[config.mk]
export PLATFORM = sky130hd
export DESIGN_NAME = wt_store_responder
export DESIGN_NICKNAME = d
export VERILOG_FILES = /design/src/rtl/wt_store_responder.sv
export SDC_FILE = /design/constraint.sdc
export NUM_CORES = 1
export LEC_CHECK = 0
export BUFFER_PORTS_ARGS = -buffer_cell sky130_fd_sc_hd__buf_2
export CAP_MARGIN = 20
export CORE_MARGIN = 4
export CORE_UTILIZATION = 50
export CTS_BUF_LIST = sky130_fd_sc_hd__clkbuf_4 sky130_fd_sc_hd__clkbuf_8
export CTS_CLUSTER_SIZE = 20
export DETAILED_ROUTE_END_ITERATION = 8
export GPL_TIMING_DRIVEN = 0
export PLACE_DENSITY_LB_ADDON = 0.08
export SYNTH_ARGS = -nofsm -noshare
export SYNTH_HDL_FRONTEND = slang
export SYNTH_SLANG_ARGS = --single-unit
[constraint.sdc]
create_clock -name clk_i -period 12.45 [get_ports clk_i]
set_clock_uncertainty 0.2 [all_clocks]
set_input_delay 1.245 -clock clk_i [delete_from_list [all_inputs] [get_ports clk_i]]
set_output_delay 1.245 -clock clk_i [all_outputs]
set_load 0.1 [all_outputs]
[src/rtl/wt_store_responder.sv]
// Memory-side store responder: queues tagged stores, writes them to a
// fixed-latency SRAM port in order, and returns one in-order TID acknowledge per store.
module wt_store_responder #(
  parameter int unsigned AddrWidth    = 64,
  parameter int unsigned DataWidth    = 64,
  parameter int unsigned TidWidth     = 2,
  parameter int unsigned QueueDepth   = 8,
  parameter int unsigned WriteLatency = 2
) (
  input  logic                             clk_i,
  input  logic                             rst_ni,
  input  logic                             req_valid_i,
  output logic                             req_ready_o,
  input  logic [AddrWidth-1:0]             req_addr_i,
  input  logic [DataWidth-1:0]             req_data_i,
  input  logic [DataWidth/8-1:0]           req_be_i,
  input  logic [TidWidth-1:0]              req_tid_i,
  output logic                             mem_we_o,
  output logic [AddrWidth-1:0]             mem_addr_o,
  output logic [DataWidth-1:0]             mem_wdata_o,
  output logic [DataWidth/8-1:0]           mem_be_o,
  input  logic                             mem_gnt_i,
  output logic                             ack_valid_o,
  input  logic                             ack_ready_i,
  output logic [TidWidth-1:0]              ack_tid_o,
  output logic [$clog2(QueueDepth+1)-1:0]  outstanding_o,
  output logic                             busy_o
);

  localparam int unsigned BeWidth = DataWidth / 8;
  localparam int unsigned PtrW    = (QueueDepth > 1) ? $clog2(QueueDepth) : 1;
  localparam int unsigned CntW    = $clog2(QueueDepth + 1);
  localparam int unsigned LatW    = (WriteLatency > 1) ? $clog2(WriteLatency) : 1;

  typedef struct packed {
    logic [AddrWidth-1:0] addr;
    logic [DataWidth-1:0] data;
    logic [BeWidth-1:0]   be;
    logic [TidWidth-1:0]  tid;
  } entry_t;

  typedef enum logic [1:0] {IDLE, ISSUE, WAIT, ACK} state_e;

  state_e          state_q, state_d;
  logic [PtrW-1:0] wr_ptr_q, wr_ptr_d, rd_ptr_q, rd_ptr_d;
  logic [CntW-1:0] count_q, count_d;
  logic [LatW-1:0] lat_q, lat_d;
  logic            ready_q, ready_d;
  entry_t          mem_q [QueueDepth];
  entry_t          head;
  logic            accept, pop;

  assign accept = req_valid_i && ready_q;
  assign pop    = (state_q == ACK) && ack_ready_i;
  assign head   = mem_q[rd_ptr_q];

  // Queue storage needs no reset: every read is gated by the FSM state.
  always_ff @(posedge clk_i) begin
    if (accept) begin
      mem_q[wr_ptr_q] <= '{addr: req_addr_i, data: req_data_i, be: req_be_i, tid: req_tid_i};
    end
  end

  // Pointer and occupancy bookkeeping.
  always_comb begin
    wr_ptr_d = wr_ptr_q;
    rd_ptr_d = rd_ptr_q;
    count_d  = count_q;
    if (accept) wr_ptr_d = wr_ptr_q + PtrW'(1);
    if (pop)    rd_ptr_d = rd_ptr_q + PtrW'(1);
    case ({accept, pop})
      2'b10:   count_d = count_q + CntW'(1);
      2'b01:   count_d = count_q - CntW'(1);
      default: count_d = count_q;
    endcase
    // Ready tracks the registered count, so a pop while full frees space next cycle.
    ready_d = (count_d != CntW'(QueueDepth));
  end

  // Next-state logic; IDLE looks at the same-cycle accept to reach ISSUE one cycle after it.
  always_comb begin
    state_d = state_q;
    lat_d   = lat_q;
    unique case (state_q)
      IDLE: begin
        if ((count_q != '0) || accept) state_d = ISSUE;
      end
      ISSUE: begin
        if (mem_gnt_i) begin
          lat_d   = LatW'(WriteLatency - 1);
          state_d = WAIT;
        end
      end
      WAIT: begin
        if (lat_q == '0) state_d = ACK;
        else             lat_d   = lat_q - LatW'(1);
      end
      ACK: begin
        if (pop) state_d = (count_d != '0) ? ISSUE : IDLE;
      end
      default: state_d = IDLE;
    endcase
  end

  always_ff @(posedge clk_i or negedge rst_ni) begin
    if (!rst_ni) begin
      state_q  <= IDLE;
      wr_ptr_q <= '0;
      rd_ptr_q <= '0;
      count_q  <= '0;
      lat_q    <= '0;
      ready_q  <= 1'b0;
    end else begin
      state_q  <= state_d;
      wr_ptr_q <= wr_ptr_d;
      rd_ptr_q <= rd_ptr_d;
      count_q  <= count_d;
      lat_q    <= lat_d;
      ready_q  <= ready_d;
    end
  end

  // Outputs decode directly from registered state; buses read zero outside their phase.
  assign mem_we_o      = (state_q == ISSUE);
  assign mem_addr_o    = mem_we_o ? head.addr : '0;
  assign mem_wdata_o   = mem_we_o ? head.data : '0;
  assign mem_be_o      = mem_we_o ? head.be   : '0;
  assign ack_valid_o   = (state_q == ACK);
  assign ack_tid_o     = ack_valid_o ? head.tid : '0;
  assign outstanding_o = count_q;
  assign busy_o        = (count_q != '0);
  assign req_ready_o   = ready_q;

endmodule
== Word-level counts from Yosys, hierarchy flattened ==
Memory sizes are Yosys's and may differ from the RTL's.
Cells that the tools add are included.
Storage, ports and cells
  bits in registers: 14
  memory bits (writable): 1104
  output and inout bits: 146
  word-level logic and storage cells: 47
  memories: 1
Memories
  mem_q: depth 8, bits a word 138, read ports 1, clocked after memory_dff 0, wr ports 1, line 49  | entry_t mem_q [QueueDepth];
Cells by class
  add/sub/neg operators: 5
  equal/unequal tests: 10
  multiplexer cells: 16
  reductions and logical operators: 9
Operators with widths (count)
  $mux 64: 2
  $mux 2: 5
  $mux 8: 1
  $pmux 2 s4: 1
  $pmux 4 s2: 1
  $reduce_bool 4->1: 2
  $add 3x1->3 const B: 2
  $eq 2x2->1 const B: 3
  $mux 1: 5
  $add 4x1->4 const B: 1
  $eq 2x1->1 const B: 2
  $ne 2x1->1 const B: 2
  $ne 2x2->1 const B: 2
  $ne 4x4->1 const B: 1
  $reduce_and 4->1: 1
  $sub 4x1->4 const B: 1
  $logic_and 1x1->1: 2
  $logic_not 2->1: 1
  $pmux 1 s2: 1
  $reduce_and 2->1: 1
  $reduce_bool 2->1: 1
  $logic_or 1x1->1: 1
  $sub 1x1->1 const B: 1

== Logic depth before layout (Yosys ltp) ==
Gate-level depths: netlist (run 1).
  word-level depth: 8
  gate-level depth with buffers: 11

== Least setup slack after synthesis (run 1) ==
No wires, ideal clock.
  path kind: in2reg
  start: in req_valid_i
  end: mem mem_q[0][0] in the netlist's numbering, enable pin
  library setup time: 804 ps
  arrival time: 11065 ps
  required time: 11446 ps
  setup slack: 380 ps
  stages: 3
  path through: nand2_1 or2_2 nor3_1
Between the ends
  word-level cells in the longest chain between the ends: 3
RTL lines
  from (decl): line 12  | input logic req_valid_i,
  $logic_and 1x1->1: line 53  | assign accept = req_valid_i && ready_q;
  $mux 1: line 59  | if (accept) begin
  $mux 1 (implied by the code): line 60  | mem_q[wr_ptr_q] <= '{addr: req_addr_i, data: req_data_i, be: req_be_i, tid: req_tid_i};
  to (decl): line 49
No other way between the ends.

== Worst setup path in the final report (run 1) ==
  start: reg rd_ptr_q[1]
  end: out mem_wdata_o[1]
Between the ends
  word-level cells in the longest chain between the ends: 2
RTL lines
  from (decl): line 45  | logic [PtrW-1:0] wr_ptr_q, wr_ptr_d, rd_ptr_q, rd_ptr_d;
  from (signal assigned): line 116  | rd_ptr_q <= rd_ptr_d;
  $mem_v2 8x138
  $mux 64: line 126  | assign mem_wdata_o = mem_we_o ? head.data : '0;
  to (decl): line 20  | output logic [DataWidth-1:0] mem_wdata_o,
No other way between the ends.

==> reports/metrics.cfg, run 1 <==
[global_routing]
grtUsageTotal=0.221
antenna_found_initial=33
grt.busiest_layer=met2
met2_usage=0.364
first_global_vias=21900
grt_max_degree=26
grt_use_met1=0.293
met3_usage=0.0575
grt_pass1_wl_microns=144000
grt-ovfl-total=0

[yosys]
ys_ff_latch=1118
synth_cell_type_count=32
synth-seq-area-share=0.781
synth_async_sr_flop_share=0.0125
dominantRegCellSynth=edfxtp_1
ys_warn_count=0
syn_area_sq_mm=0.0429
synth_edf_count=1104
synthCells=1835
syn_nets=1988
syn_area_per_cell_sq_um=23.4

[critical_path]
path_class=reg2out
r2r_start=state_q[0]
critPathLaunchType=register
worstPathMaxFanout=10
worstPathArrival_ps=4020
cp-end-kind=primary output
cp.required_ps=11010
crit_start=rd_ptr_q[1]

[min_path]
hold_class=in2async

[timing]
max_freq_ghz=0.183
whs_ps=123
hold_viol=0
setup_slack_ps=6980
fin_crit_sh=0.439
post-route-min-period_ps=5470
setup_viol_count_final=0
worst_slew_pin_slew_ps=966
final_max_slew_viol_count=0
setup_tns_ps=0
slew_headroom=0.356
rsz0062_at_grt=false

[place]
dp_hpwl_microns=61300
numPortBuffers=288
gp_congestion=0.723
placed_cell_area_sq_mm=0.0471
dp.cells=3345
dp_slack_ps=7790

[clocking]
cts_max_path_buffers=3
postCtsHoldBufs=0
cts_setup_buffers=0
clock_sinks=1118
clkTransAtPathRegs_ps=60
cts_buffers=180
cts-resized-gates=0
cts_tree=yes
cts-root-buf=clkbuf_8
clkLatencyLatePin_ps=810
htreeDepth=4

[finish]
drive_gt1_frac=0.393
nNetsFinal=2536
area.growth.synth_to_final_pct=18.1
stdcell_count=3683
finish.instance_area_sq_mm=0.0506
finalCoreUtilization=0.595

[die]
core_area_sq_mm=0.0851
start_util=0.504
dieArea_sq_mm=0.0905
rows=107
io-pin-count=289
fp.dieW_microns=301
die_y_microns=301

[routing]
wl_per_cell_microns=26.5
drtIter0Drc=1509
totalWireLength_microns=97500
num_vias=20300
firstDrtPassIters=5
via_per_inst=5.52
drc_errors=0
detail-route-antenna-nets=0

[job]
drv_cap=0

[pwr]
ir_drop_v=0.000217
intPower_mw=8.10
p_comb_frac=0.403
p_leak_nw=17.2
power_frac_clock=0.229
seqPwrFrac=0.368
switching_share=0.388
p_switching_mw=5.14
powerDensity_mw_per_mm2=262
p_total_mw=13.2

[run_status]
status=finished, final reports clean

-- worst paths after layout --
check | to | slack, ps | cells after the start
worst max-delay path | mem_wdata_o[1] | 6980 | 7
worst min-delay path | rd_ptr_q[0] | 120 | 1
worst max register to register | state_q[0] | 9460 | 11
worst min register to register | lat_q | 350 | 2
max in group asynchronous | wr_ptr_q[1] | 11680 | 1
min in group clk_i | lat_q | 350 | 2
-- kinds of logic (layout without fill, tap and decap cells) --
group                      count (synthesis)  in the layout  share of synthesized area
buffers and inverters                    100            786                     0.0103
xor gates and xnor gates                   7              7                    0.00143
DFF                                     1118           1118                      0.781
and+or+nand+nor                          170            170                     0.0238
adders and majority gates                 10             10                    0.00292
other                                      0             18                          0
AOI/OAI and AO/OA                          9              9                    0.00143
muxes                                    421            421                      0.179
-- cells in the final DEF (no fill, tap or decap), types with 31 or more instances in the layout --
cell type  count
nor2b_1      139
edfxtp_1    1104
buf_2        332
mux2i_1      141
clkbuf_4      71
buf_6         31
clkbuf_1      32
clkbuf_8     188
mux4_2       276
clkinv_1      34
buf_12        32
-- worst max-delay path: stages (launching register included) --
cell and delay, ps:
dfrtp_1 350, buf_2 320, buf_2 510, clkbuf_1 730
mux4_2 350, mux2i_1 120, nor2b_1 320, buf_2 500
-- cell usage after synthesis (all sizes together), types with 2 or more instances --
cell type	n	area (sq um)
edfxtp	1104	33200
mux4	276	6220
mux2i	141	1410
nor2b	139	870
buf	60	292
clkbuf	33	124
dfrtp	14	350
ha	10	125
nand2	9	33.8
nor2	8	30.0
inv	7	26.3
mux2	4	45.0
xnor2	4	35.0
nand2b	3	18.8
nand3	3	15.0
o21ai	3	18.8
xor2	3	26.3
a21oi	2	10.0
nor3	2	10.0
-- metal layers --
layer  part of all wire  up-vias
li1                   -     8824
met1               0.40    10700
met2               0.51      601
met3              0.069      160
met4              0.021       16
met5             0.0011        -
-- flip-flops by register name (all words and copies together) (netlist names) --
name	cells
wr_ptr_q	3
outstanding_o	4
state_q	2
lat_q	1
mem_q	1104
req_ready_o	1
rd_ptr_q	3
-- final cells by class --
type / count / area (sq um)
antenna: 18 / 45.0
buffer: 93 / 417
clock buffer: 259 / 3120
clock inverter: 61 / 352
fill: 6379 / 34500
inverter: 7 / 26.3
multi-input combinational: 617 / 9000
sequential: 1118 / 33500
tap: 1144 / 1430
timing repair buffer: 366 / 2740
-- power by group through the flow --
stage          Clock (mW)  Combinational, mW  Sequential, mW
6_report             3.03               5.34            4.88
5_1_grt              3.31               5.64            4.92
2_1_floorplan           0               3.91            5.13
4_1_cts              3.11               5.45            4.88
3_3_place_gp            0               5.19            5.27
3_5_place_dp            0               5.44            4.96
No activity file was read; power rests on OpenSTA's default activity.
==> run 2: changes to the inputs <==
clock period = 5 ns   (was 12.45 ns; I/O delays follow)
==> reports/metrics.cfg, run 2 (same netlist as run 1, synthesis figures left out) <==
[clocking]
clkLatencyLatePin_ps=800
clkTransAtPathRegs_ps=60
cts_tree=yes
cts-resized-gates=0
cts_buffers=181
htreeDepth=4
cts_max_path_buffers=3
cts-root-buf=clkbuf_8
clock_sinks=1118

[timing]
worst_slew_pin_slew_ps=1020
setup_tns_ps=0
final_max_slew_viol_count=0
setup_viol_count_final=0
rsz0062_at_grt=false
fin_crit_sh=0.923
max_freq_ghz=0.217
slew_headroom=0.323
hold_viol=0
post-route-min-period_ps=4610

[finish]
regMostFlops=mem_q
final_common_cell=edfxtp_1
drive_gt1_frac=0.366
area.growth.synth_to_final_pct=21.8
ff_latch_area_sq_mm=0.0335
final_cell_mix=edfxtp_1 (1104), buf_2 (332), mux4_2 (276)
finalCoreUtilization=0.613
multiInputGateArea_sq_mm=0.00901
largest_reg_flops=1104
num-fill-cells=6193
nNetsFinal=2669

[die]
dieArea_sq_mm=0.0905
rows=107
io-pin-count=289
start_util=0.504
die_y_microns=301
fp.dieW_microns=301
core_area_sq_mm=0.0851

[critical_path]
critPathLaunchType=register
cp-end-kind=primary output
crit_chain=buf_2 -> buf_2 -> clkbuf_1 -> mux4_2 -> mux2i_1 -> nor2b_1 -> buf_2
rr_worst_depth=11
slowest_stage=clkbuf_1
cp.required_ps=4300
rrSetupSlack_ps=2010
crit_start=rd_ptr_q[1]
path_class=reg2out
worstPathArrival_ps=3910
worstPathMaxFanout=10
critPathMostFrequentCell=buf_2
slowest_delay_ps=640
r2r_start=state_q[0]
r2r_end=state_q[0]

[job]
drv_cap=0

[routing]
via_per_inst=5.48
detail-route-antenna-nets=0
wl_per_cell_microns=25.7
drc_errors=0
drtIter0Drc=1427
totalWireLength_microns=97900
num_vias=20900
firstDrtPassIters=6

[place]
dp_hpwl_microns=62200
numPortBuffers=288
gp_congestion=0.712

[pwr]
p_comb_frac=0.407
power_frac_clock=0.227
intPower_mw=20.2
ir_drop_v=0.000450
p_leak_nw=17.8
switching_share=0.391
powerDensity_mw_per_mm2=636
p_total_mw=33.2
seqPwrFrac=0.366
p_switching_mw=13.0

[global_routing]
grt-ovfl-total=0
first_global_vias=22500
grt_pass1_wl_microns=145000
antenna_found_initial=11
grt_max_degree=24
grtUsageTotal=0.220

[min_path]
min_to=mem_q[4][69]
hold_class=in2reg
holdPathStages=2
hp-start=req_data_i[59]

[run_status]
status=finished, final reports clean

[run 2: what timing repair did]
action | 4_1_cts | 5_1_grt
endpoints found under the hold margin | 1126 | 0
buffers inserted | 0 | 0
endpoints found under the setup margin | 0 | 0
hold buffers | 143 | 0
[run 2: cell type report]
type / instances / area share
multi-input cells: 617 / 0.173
plain buffers: 93 / 0.00798
clock inverters: 83 / 0.00951
well taps: 1144 / 0.0274
inverters: 7 / 0.000503
diodes: 9 / 0.000431
repair buffers: 498 / 0.0828
flip-flops and latches: 1118 / 0.641
clock buffers: 245 / 0.0574
[run 2: per-layer routing]
metal	vias up	track usage	part of all wire
li1	9107	-	-
met1	11100	0.283	0.40
met2	557	0.383	0.52
met3	135	0.0465	0.054
met4	0	0.0628	0.020
met5	-	0	0
[run 2: per-stage QoR]
stage / hold WS, ps / setup WS [ps] / instances / instance area [sq um]
floorplan: 4.41 / -312 / 1835 / 42900
global placement: 213 / -4500 / 3267 / 45800
detailed placement: 217 / 1180 / 3334 / 47300
CTS: 188 / 277 / 3805 / 52200
global route: 244 / 237 / 3810 / 52200
finish: 284 / 387 / 3814 / 52200
[run 2: worst max-delay path: cells and delay by family, from the launching register on]
family / cells / cell delay, ps
AND/OR/NAND/NOR: 1 / 110
multiplexers: 2 / 970
buffers and inverters: 4 / 1670
flip-flops: 1 / 350
[run 2: worst max path at each step]
stage	end	slack (ps)	depth (start not counted)
floorplan	mem_q[2][0]	-310	3
global route	mem_wdata_o[0]	240	7
finish	mem_wdata_o[0]	390	7
detailed placement	mem_wdata_o[0]	1180	7
CTS	mem_wdata_o[0]	280	7
global placement	mem_q[4][50]	-4500	4
[run 2: power by group through the flow]
stage	Combinational [mW]	Sequential [mW]	Clock [mW]
finish	13.5	12.2	7.54
global route	14.3	12.3	8.20
CTS	13.8	12.2	7.76
detailed placement	13.7	12.4	0
global placement	13.0	12.7	0
floorplan	9.75	12.6	0
